===== config.mk =====
export PLATFORM = sky130hd
export DESIGN_NAME = sequenciador_pisca_leds_flat
export DESIGN_NICKNAME = d
export VERILOG_FILES = /design/src/rtl/pisca_pkg.sv /design/src/rtl/sequenciador_pisca_leds_if.sv /design/src/rtl/temporizador_pisca.sv /design/src/rtl/sequenciador_pisca_leds.sv /design/src/flat_wrapper.sv
export SDC_FILE = /design/constraint.sdc
export NUM_CORES = 1
export LEC_CHECK = 0
export ABC_AREA = 0
export CORE_MARGIN = 1.5
export CORE_UTILIZATION = 55
export DETAILED_ROUTE_END_ITERATION = 7
export PLACE_DENSITY = 0.8
export SLEW_MARGIN = 10
export SYNTH_ARGS = -nofsm -noshare
export SYNTH_HDL_FRONTEND = slang
export SYNTH_SLANG_ARGS = --single-unit

===== constraint.sdc =====
create_clock -name clock -period 3.2 [get_ports clock]
set_input_delay 0.64 -clock clock [delete_from_list [all_inputs] [get_ports clock]]
set_output_delay 0.64 -clock clock [all_outputs]
set_load 0.05 [all_outputs]

===== src/rtl/pisca_pkg.sv =====
// Shared definitions for the LED blink sequencer: state codes and the
// effective phase-duration helper used for the fast (nivel=1) mode.
package pisca_pkg;

  typedef enum logic [2:0] {
    OCIOSO    = 3'b000,
    LIGADO    = 3'b001,
    DESLIGADO = 3'b010,
    FIM       = 3'b011
  } estado_t;

  // Fast mode halves a phase; a phase can never shrink below one cycle.
  function automatic logic [31:0] duracao_efetiva(input logic [31:0] base_cnt,
                                                  input logic        nivel);
    logic [31:0] dur_s;
    if (nivel) begin
      dur_s = base_cnt >> 1;
      if (dur_s == 32'd0) begin
        dur_s = 32'd1;
      end else begin
        dur_s = dur_s;
      end
    end else begin
      dur_s = base_cnt;
    end
    return dur_s;
  endfunction

endpackage


===== src/rtl/sequenciador_pisca_leds_if.sv =====
// Control-unit <-> blink sequencer signal bundle.
// PISCA_CONTINUO_EN adds the 'continuo' request line.
interface sequenciador_pisca_leds_if;

  logic       iniciar;
  logic       cancelar;
  logic       nivel;
  logic [3:0] leds_in;
`ifdef PISCA_CONTINUO_EN
  logic       continuo;
`endif
  logic [3:0] leds_out;
  logic       ocupado;
  logic       fim;
  logic [2:0] db_estado;

`ifdef PISCA_CONTINUO_EN
  modport master (output iniciar, cancelar, nivel, leds_in, continuo,
                  input  leds_out, ocupado, fim, db_estado);
  modport slave  (input  iniciar, cancelar, nivel, leds_in, continuo,
                  output leds_out, ocupado, fim, db_estado);
`else
  modport master (output iniciar, cancelar, nivel, leds_in,
                  input  leds_out, ocupado, fim, db_estado);
  modport slave  (input  iniciar, cancelar, nivel, leds_in,
                  output leds_out, ocupado, fim, db_estado);
`endif

endinterface


===== src/rtl/temporizador_pisca.sv =====
// Loadable phase down-counter; 'terminal' flags the last cycle of a phase
// (count == 1), so a phase loaded with K lasts exactly K cycles.
module temporizador_pisca #(
  parameter int CNT_W = 16
) (
  input  logic             clock,
  input  logic             reset,
  input  logic             carregar,
  input  logic             habilitar,
  input  logic [CNT_W-1:0] valor,
  output logic             terminal
);

  logic [CNT_W-1:0] contagem_r;

  // Phase counter: load wins over decrement; it never wraps below zero.
  always_ff @(posedge clock or negedge reset) begin
    if (!reset) begin
      contagem_r <= '0;
    end else if (carregar) begin
      contagem_r <= valor;
    end else if (habilitar && (contagem_r != '0)) begin
      contagem_r <= contagem_r - CNT_W'(1);
    end else begin
      contagem_r <= contagem_r;
    end
  end

  assign terminal = (contagem_r == CNT_W'(1));

endmodule


===== src/rtl/sequenciador_pisca_leds.sv =====
// LED blink sequencer: N lit/dark cycles of a latched pattern, then a
// one-cycle done pulse. PISCA_CONTINUO_EN enables endless repeat mode.
module sequenciador_pisca_leds
  import pisca_pkg::*;
#(
  parameter int ON_CYCLES  = 500,
  parameter int OFF_CYCLES = 500,
  parameter int N_PISCADAS = 3,
  parameter int CNT_W      = 16
) (
  input  logic                      clock,
  input  logic                      reset,
  sequenciador_pisca_leds_if.slave  ctrl
);

  localparam int                 BLINK_W    = $clog2(N_PISCADAS) + 1;
  localparam logic [BLINK_W-1:0] ULTIMA     = BLINK_W'(N_PISCADAS - 1);
  localparam logic [CNT_W-1:0]   ON_NORMAL  = CNT_W'(duracao_efetiva(32'(ON_CYCLES), 1'b0));
  localparam logic [CNT_W-1:0]   ON_RAPIDO  = CNT_W'(duracao_efetiva(32'(ON_CYCLES), 1'b1));
  localparam logic [CNT_W-1:0]   OFF_NORMAL = CNT_W'(duracao_efetiva(32'(OFF_CYCLES), 1'b0));
  localparam logic [CNT_W-1:0]   OFF_RAPIDO = CNT_W'(duracao_efetiva(32'(OFF_CYCLES), 1'b1));

  estado_t            estado_r, estado_next_s;
  logic [3:0]         padrao_r, padrao_next_s;
  logic               nivel_r, nivel_next_s;
  logic [BLINK_W-1:0] piscada_r, piscada_next_s;
`ifdef PISCA_CONTINUO_EN
  logic               continuo_r, continuo_next_s;
`endif

  logic               timer_carregar_s;
  logic               timer_habilitar_s;
  logic [CNT_W-1:0]   timer_valor_s;
  logic               timer_fim_s;
  logic [CNT_W-1:0]   on_s;
  logic [CNT_W-1:0]   off_s;

  logic [3:0]         leds_r;
  logic               ocupado_r;
  logic               fim_r;
  logic [2:0]         db_estado_r;

  assign on_s  = nivel_r ? ON_RAPIDO  : ON_NORMAL;
  assign off_s = nivel_r ? OFF_RAPIDO : OFF_NORMAL;

  temporizador_pisca #(
    .CNT_W (CNT_W)
  ) u_temporizador (
    .clock     (clock),
    .reset     (reset),
    .carregar  (timer_carregar_s),
    .habilitar (timer_habilitar_s),
    .valor     (timer_valor_s),
    .terminal  (timer_fim_s)
  );

  // State and sequence context registers.
  always_ff @(posedge clock or negedge reset) begin
    if (!reset) begin
      estado_r   <= OCIOSO;
      padrao_r   <= 4'b0000;
      nivel_r    <= 1'b0;
      piscada_r  <= '0;
`ifdef PISCA_CONTINUO_EN
      continuo_r <= 1'b0;
`endif
    end else begin
      estado_r   <= estado_next_s;
      padrao_r   <= padrao_next_s;
      nivel_r    <= nivel_next_s;
      piscada_r  <= piscada_next_s;
`ifdef PISCA_CONTINUO_EN
      continuo_r <= continuo_next_s;
`endif
    end
  end

  // Next-state logic and timer control; cancelar outranks every transition.
  always_comb begin
    estado_next_s     = estado_r;
    padrao_next_s     = padrao_r;
    nivel_next_s      = nivel_r;
    piscada_next_s    = piscada_r;
`ifdef PISCA_CONTINUO_EN
    continuo_next_s   = continuo_r;
`endif
    timer_carregar_s  = 1'b0;
    timer_habilitar_s = 1'b0;
    timer_valor_s     = '0;
    case (estado_r)
      OCIOSO: begin
        if (ctrl.iniciar && !ctrl.cancelar) begin
          padrao_next_s    = ctrl.leds_in;
          nivel_next_s     = ctrl.nivel;
          piscada_next_s   = '0;
`ifdef PISCA_CONTINUO_EN
          continuo_next_s  = ctrl.continuo;
`endif
          timer_carregar_s = 1'b1;
          timer_valor_s    = ctrl.nivel ? ON_RAPIDO : ON_NORMAL;
          estado_next_s    = LIGADO;
        end else begin
          estado_next_s    = OCIOSO;
        end
      end
      LIGADO: begin
        if (ctrl.cancelar) begin
          estado_next_s = OCIOSO;
        end else if (timer_fim_s) begin
          if (piscada_r == ULTIMA) begin
`ifdef PISCA_CONTINUO_EN
            if (continuo_r) begin
              piscada_next_s   = '0;
              timer_carregar_s = 1'b1;
              timer_valor_s    = off_s;
              estado_next_s    = DESLIGADO;
            end else begin
              estado_next_s    = FIM;
            end
`else
            estado_next_s = FIM;
`endif
          end else begin
            piscada_next_s   = piscada_r + BLINK_W'(1);
            timer_carregar_s = 1'b1;
            timer_valor_s    = off_s;
            estado_next_s    = DESLIGADO;
          end
        end else begin
          timer_habilitar_s = 1'b1;
        end
      end
      DESLIGADO: begin
        if (ctrl.cancelar) begin
          estado_next_s = OCIOSO;
        end else if (timer_fim_s) begin
          timer_carregar_s = 1'b1;
          timer_valor_s    = on_s;
          estado_next_s    = LIGADO;
        end else begin
          timer_habilitar_s = 1'b1;
        end
      end
      FIM: begin
        estado_next_s = OCIOSO;
      end
      default: begin
        estado_next_s = OCIOSO;
      end
    endcase
  end

  // Moore outputs registered from the next state so they track state exactly.
  always_ff @(posedge clock or negedge reset) begin
    if (!reset) begin
      leds_r      <= 4'b0000;
      ocupado_r   <= 1'b0;
      fim_r       <= 1'b0;
      db_estado_r <= 3'b000;
    end else begin
      leds_r      <= (estado_next_s == LIGADO) ? padrao_next_s : 4'b0000;
      ocupado_r   <= (estado_next_s != OCIOSO);
      fim_r       <= (estado_next_s == FIM);
      db_estado_r <= estado_next_s;
    end
  end

  assign ctrl.leds_out  = leds_r;
  assign ctrl.ocupado   = ocupado_r;
  assign ctrl.fim       = fim_r;
  assign ctrl.db_estado = db_estado_r;

endmodule


===== src/flat_wrapper.sv =====
// flat-port wrapper written by rule: the top's interface ports become plain ports
module sequenciador_pisca_leds_flat import pisca_pkg::*;
#(
  parameter int ON_CYCLES  = 500,
  parameter int OFF_CYCLES = 500,
  parameter int N_PISCADAS = 3,
  parameter int CNT_W      = 16
)
  (clock, reset, ctrl_iniciar, ctrl_cancelar, ctrl_nivel, ctrl_leds_in, ctrl_leds_out, ctrl_ocupado, ctrl_fim, ctrl_db_estado);
  sequenciador_pisca_leds_if ctrl_i ();
  input  logic clock;
  input  logic reset;
  input wire logic [$bits(ctrl_i.iniciar)-1:0] ctrl_iniciar;
  input wire logic [$bits(ctrl_i.cancelar)-1:0] ctrl_cancelar;
  input wire logic [$bits(ctrl_i.nivel)-1:0] ctrl_nivel;
  input wire logic [$bits(ctrl_i.leds_in)-1:0] ctrl_leds_in;
  output wire logic [$bits(ctrl_i.leds_out)-1:0] ctrl_leds_out;
  output wire logic [$bits(ctrl_i.ocupado)-1:0] ctrl_ocupado;
  output wire logic [$bits(ctrl_i.fim)-1:0] ctrl_fim;
  output wire logic [$bits(ctrl_i.db_estado)-1:0] ctrl_db_estado;
  assign ctrl_i.iniciar = ctrl_iniciar;
  assign ctrl_i.cancelar = ctrl_cancelar;
  assign ctrl_i.nivel = ctrl_nivel;
  assign ctrl_i.leds_in = ctrl_leds_in;
  assign ctrl_leds_out = ctrl_i.leds_out;
  assign ctrl_ocupado = ctrl_i.ocupado;
  assign ctrl_fim = ctrl_i.fim;
  assign ctrl_db_estado = ctrl_i.db_estado;
  sequenciador_pisca_leds #(.ON_CYCLES(ON_CYCLES), .OFF_CYCLES(OFF_CYCLES), .N_PISCADAS(N_PISCADAS), .CNT_W(CNT_W)) u_core (.clock(clock), .reset(reset), .ctrl(ctrl_i));
endmodule

==> results.md <==
* Status: completed
* Rel. slew slack at around 45%
* Dpl cells at ~210
* Max incr delay on CP at between 0.4 and 0.5 ns
* Hpwl dp at 2575 um
* PortBufs at 17
* Async SR Flop Fraction at 100.0%
* Sink Count at 33
* Synth Area in Compound Gates at 12.04%
* Post-synthesis xor/xnor area fraction at under 10%
* Adder-cell share of the synthesized area at 3.717%
* DIE AREA at 0.003401 mm^2
* Largest net degree at the start of global routing at 34
* Setup TNS at 0 ns
* Chip Width at 58.32 um
* Register area share after synthesis at between 40% and 50%
* Vias in the first global route at about 1,400
* Max_cap viols at 0
* Remaining antenna violation count at 0
* Post-Synthesis Cell Area at roughly 0.0017 mm^2
* Drt initial violations at between 80 and 90
* Vias per cell at 6.332
* Final Skew at about 0.011 ns
* Antenna Diode Count at 0
* Clk slew on worst S/H paths at around 0.10 ns
* Avg WL per Cell at 16.67 um
* CP arrival at roughly 2.6 ns
* Required @ worst endpoint at between 3 and 4 ns
* Most common cell after layout, fill and taps aside: dfrtp_1
* Site Rows at 19
* WP buf/inv at 1
* Sw Share at approximately 27%
* GRT Residual Overflow at 0
* Synth Flop Type: dfrtp_1
* Post-synthesis net count at roughly 180
* # IOs at 18
* Number of synthesized flops with an enable pin at 0
* Yosys reg bits at 33
* Drt pass-1 iters at 4
* LEAKAGE at between 0.8 and 0.9 nW
* Starting density of the core at roughly 60%
* Cts repair resizes at 0
* Global routing's busiest layer: met2
* Synth warnings at 0
* H-Tree Depth at 2
* Netlist cell types at between 40 and 50
* Cts-stage hold buffer count at 0
* Sequential fraction of design power at around half
* Finished Cell Area at between 0.0015 and 0.002 mm^2
* Final setup vio count at 0
* Cell Chain, Critical Path: inv_1, ha_1, nor4b_1, and4_1, nand4b_1, o21ai_2, o22ai_1, a211oi_1
* CP Max Fanout at 6
* Cell-internal power at ~0.0007 W
* Worst Hold Slack at about 0.50 ns
* Clk Tree Root Cell: clkbuf_4
* CP Launch Type: register
* Largest family of logic cells by synthesized area: simple AND/OR/NAND/NOR gates
* Die H at roughly 58 um
* Non-filler instance count after layout at between 200 and 250
* First-pass GRT wire length at approximately 6400 um
* TritonCTS clock tree: yes
* Crit path time final at about 2.3 ns
* Met1 usage at 31.63%
* Maximum clock path buffer count at 2
* Worst-Margin Slew at between 0.8 and 0.9 ns
* Post-DP Area at roughly 0.0019 mm^2
* GR Util met3 at between 7 and 8%
* Synth Area in Simple Gates at around a quarter
* Synth Instances at 165
* P per Cell Area at 479.6 mW/mm^2
* CP top delay family: simple AND/OR/NAND/NOR gates
* Mux contribution to synthesized area at about 3.9%
* DRC violations left at 0
* DR vias at 1,393
* Fraction of layout instances using a drive strength above 1 at 10.05%
* Worst vdd ir at between 0.0003 and 0.0004 V
* Slew Limit Fails at 0
* Gate power share at between 10% and 20%
* Clock latency on the worst-skew pair at 0.34 ns
* Total routed wirelength at 3667 um
* Routability congestion estimate at 0.8498
* Setup CP Type: register to register
* GRT Util Overall at 25.41%
* Final worst-path cycle share at between 70% and 80%
* Sw power at ~0.00025 W
* Critical Path End Type: register
* Clock network fraction of design power at about 34%
* HP Class: register to register
* Worst path slowest cell: dfrtp_1
* RSZ-0062 raised after global routing: false
* Layout Nets at between 200 and 250
* Core ar. at 0.002829 mm^2
* Synthesized area per cell at 10.20 um^2
* Initial antenna violation count at 0
* Area grow syn2layout at 17.47%
* Met2 GRT Util at between 40% and 50%
* Max Clk Rate at between 400 and 500 MHz
* Final number of hold-violating endpoints at 0
* Cts bufs inserted at 5
* Post-CTS Setup Inserts at 0
* Commonest non-fill, non-tap cells in the layout: dfrtp_1, clkdlybuf4s50_1, nor2_1, nand2_1, o21ai_0
==> registers in the layout, indices dropped and copies added, names as in the netlist <==
| signal | count |
|---|---|
| u_core.ctrl.fim | 1 |
| u_core.ctrl.leds_out | 4 |
| u_core.ctrl.ocupado | 1 |
| u_core.estado_r | 3 |
| u_core.nivel_r | 1 |
| u_core.padrao_r | 4 |
| u_core.piscada_r | 3 |
| u_core.u_temporizador.contagem_r | 16 |
==> routing by layer <==
layer	up-vias	wire length, um	share of wire [%]
met5	-	0	0
met4	0	74	2.0
met3	13	206	5.6
met2	62	1850	50
met1	679	1535	42
li1	639	-	-
==> cell usage after synthesis (2+ instances only) <==
master / number / share of area (%)
nor3_1: 8 / 2.4
dfrtp_1: 33 / 49
mux2_2: 5 / 3.3
o31ai_1: 2 / 0.89
nand3_1: 7 / 2.1
xnor2_1: 4 / 2.1
nand4b_1: 3 / 1.6
nor2b_1: 6 / 2.2
o21ai_0: 9 / 2.7
o21a_1: 2 / 0.89
a21oi_1: 3 / 0.89
nor2_1: 16 / 3.6
xor2_1: 6 / 3.1
nand2b_1: 2 / 0.74
and3_1: 3 / 1.1
a211oi_1: 3 / 1.3
or3_1: 2 / 0.74
nor4_1: 3 / 1.1
buf_2: 2 / 0.59
inv_1: 6 / 1.3
nand4_1: 4 / 1.5
nand2_1: 10 / 2.2
ha_1: 5 / 3.7
==> cell type report <==
type / count / area [um^2]
Inverter: 6 / 22.52
Multi-Input combinational cell: 123 / 819.5
Fill cell: 203 / 852.1
Clock buffer: 7 / 55.05
Clock inverter: 1 / 30.03
Timing Repair Buffer: 19 / 185.2
Sequential cell: 33 / 825.8
Tap cell: 31 / 38.79
==> path summary, 6_finish.rpt <==
path	endpoint	slack (ns)	cells after the start	startpoint
worst max-delay path	u_core.u_temporizador.contagem_r[2]	0.86	8	u_core.u_temporizador.contagem_r[1]
worst min-delay path	u_core.padrao_r[1]	0.50	1	u_core.padrao_r[1]
worst max register to register	u_core.u_temporizador.contagem_r[2]	0.86	8	u_core.u_temporizador.contagem_r[1]
worst min register to register	u_core.padrao_r[1]	0.50	1	u_core.padrao_r[1]
max in group asynchronous	u_core.estado_r[2]	2.22	2	reset
min in group asynchronous	u_core.u_temporizador.contagem_r[12]	0.68	2	reset
==> worst reg2reg max path: stages, from the launching register on <==
cell      delay, ns
dfrtp_1        0.43
inv_1          0.14
ha_1           0.19
nor4b_1        0.35
and4_1         0.39
nand4b_1       0.16
o21ai_2        0.16
o22ai_1        0.14
a211oi_1       0.30
==> stage by stage <==
stage | util [%] | setup WS [ns] | total power, W
2_1_floorplan | - | 1.111 | 0.0005692
3_3_place_gp | 66.87 | 0.7647 | 0.0006153
3_5_place_dp | 66.87 | 0.5818 | 0.0006245
4_1_cts | 69.88 | 0.8754 | 0.0009480
5_1_grt | 69.88 | 0.7029 | 0.0009845
6_report | 69.88 | 0.8601 | 0.0009481
==> power groups by stage <==
stage | Sequential [W] | Combinational [W] | Clock, W
2_1_floorplan | 0.000491 | 0.0000778 | 0
3_3_place_gp | 0.000481 | 0.000134 | 0
3_5_place_dp | 0.000484 | 0.000141 | 0
4_1_cts | 0.000476 | 0.000143 | 0.000329
5_1_grt | 0.000481 | 0.000160 | 0.000344
6_report | 0.000478 | 0.000145 | 0.000326
==> cell families (layout without fill, tap and decap cells) <==
| logic type | Yosys count | in the layout |
|---|---|---|
| AOI/OAI and AO/OA | 29 | 29 |
| xor gates and xnor gates | 10 | 10 |
| adders and majority gates | 5 | 5 |
| buffers and inverters | 9 | 33 |
| DFF | 33 | 33 |
| muxes | 6 | 6 |
| other | 1 | 1 |
| and+or+nand+nor | 72 | 72 |
Power figures use the tool's default switching activity.
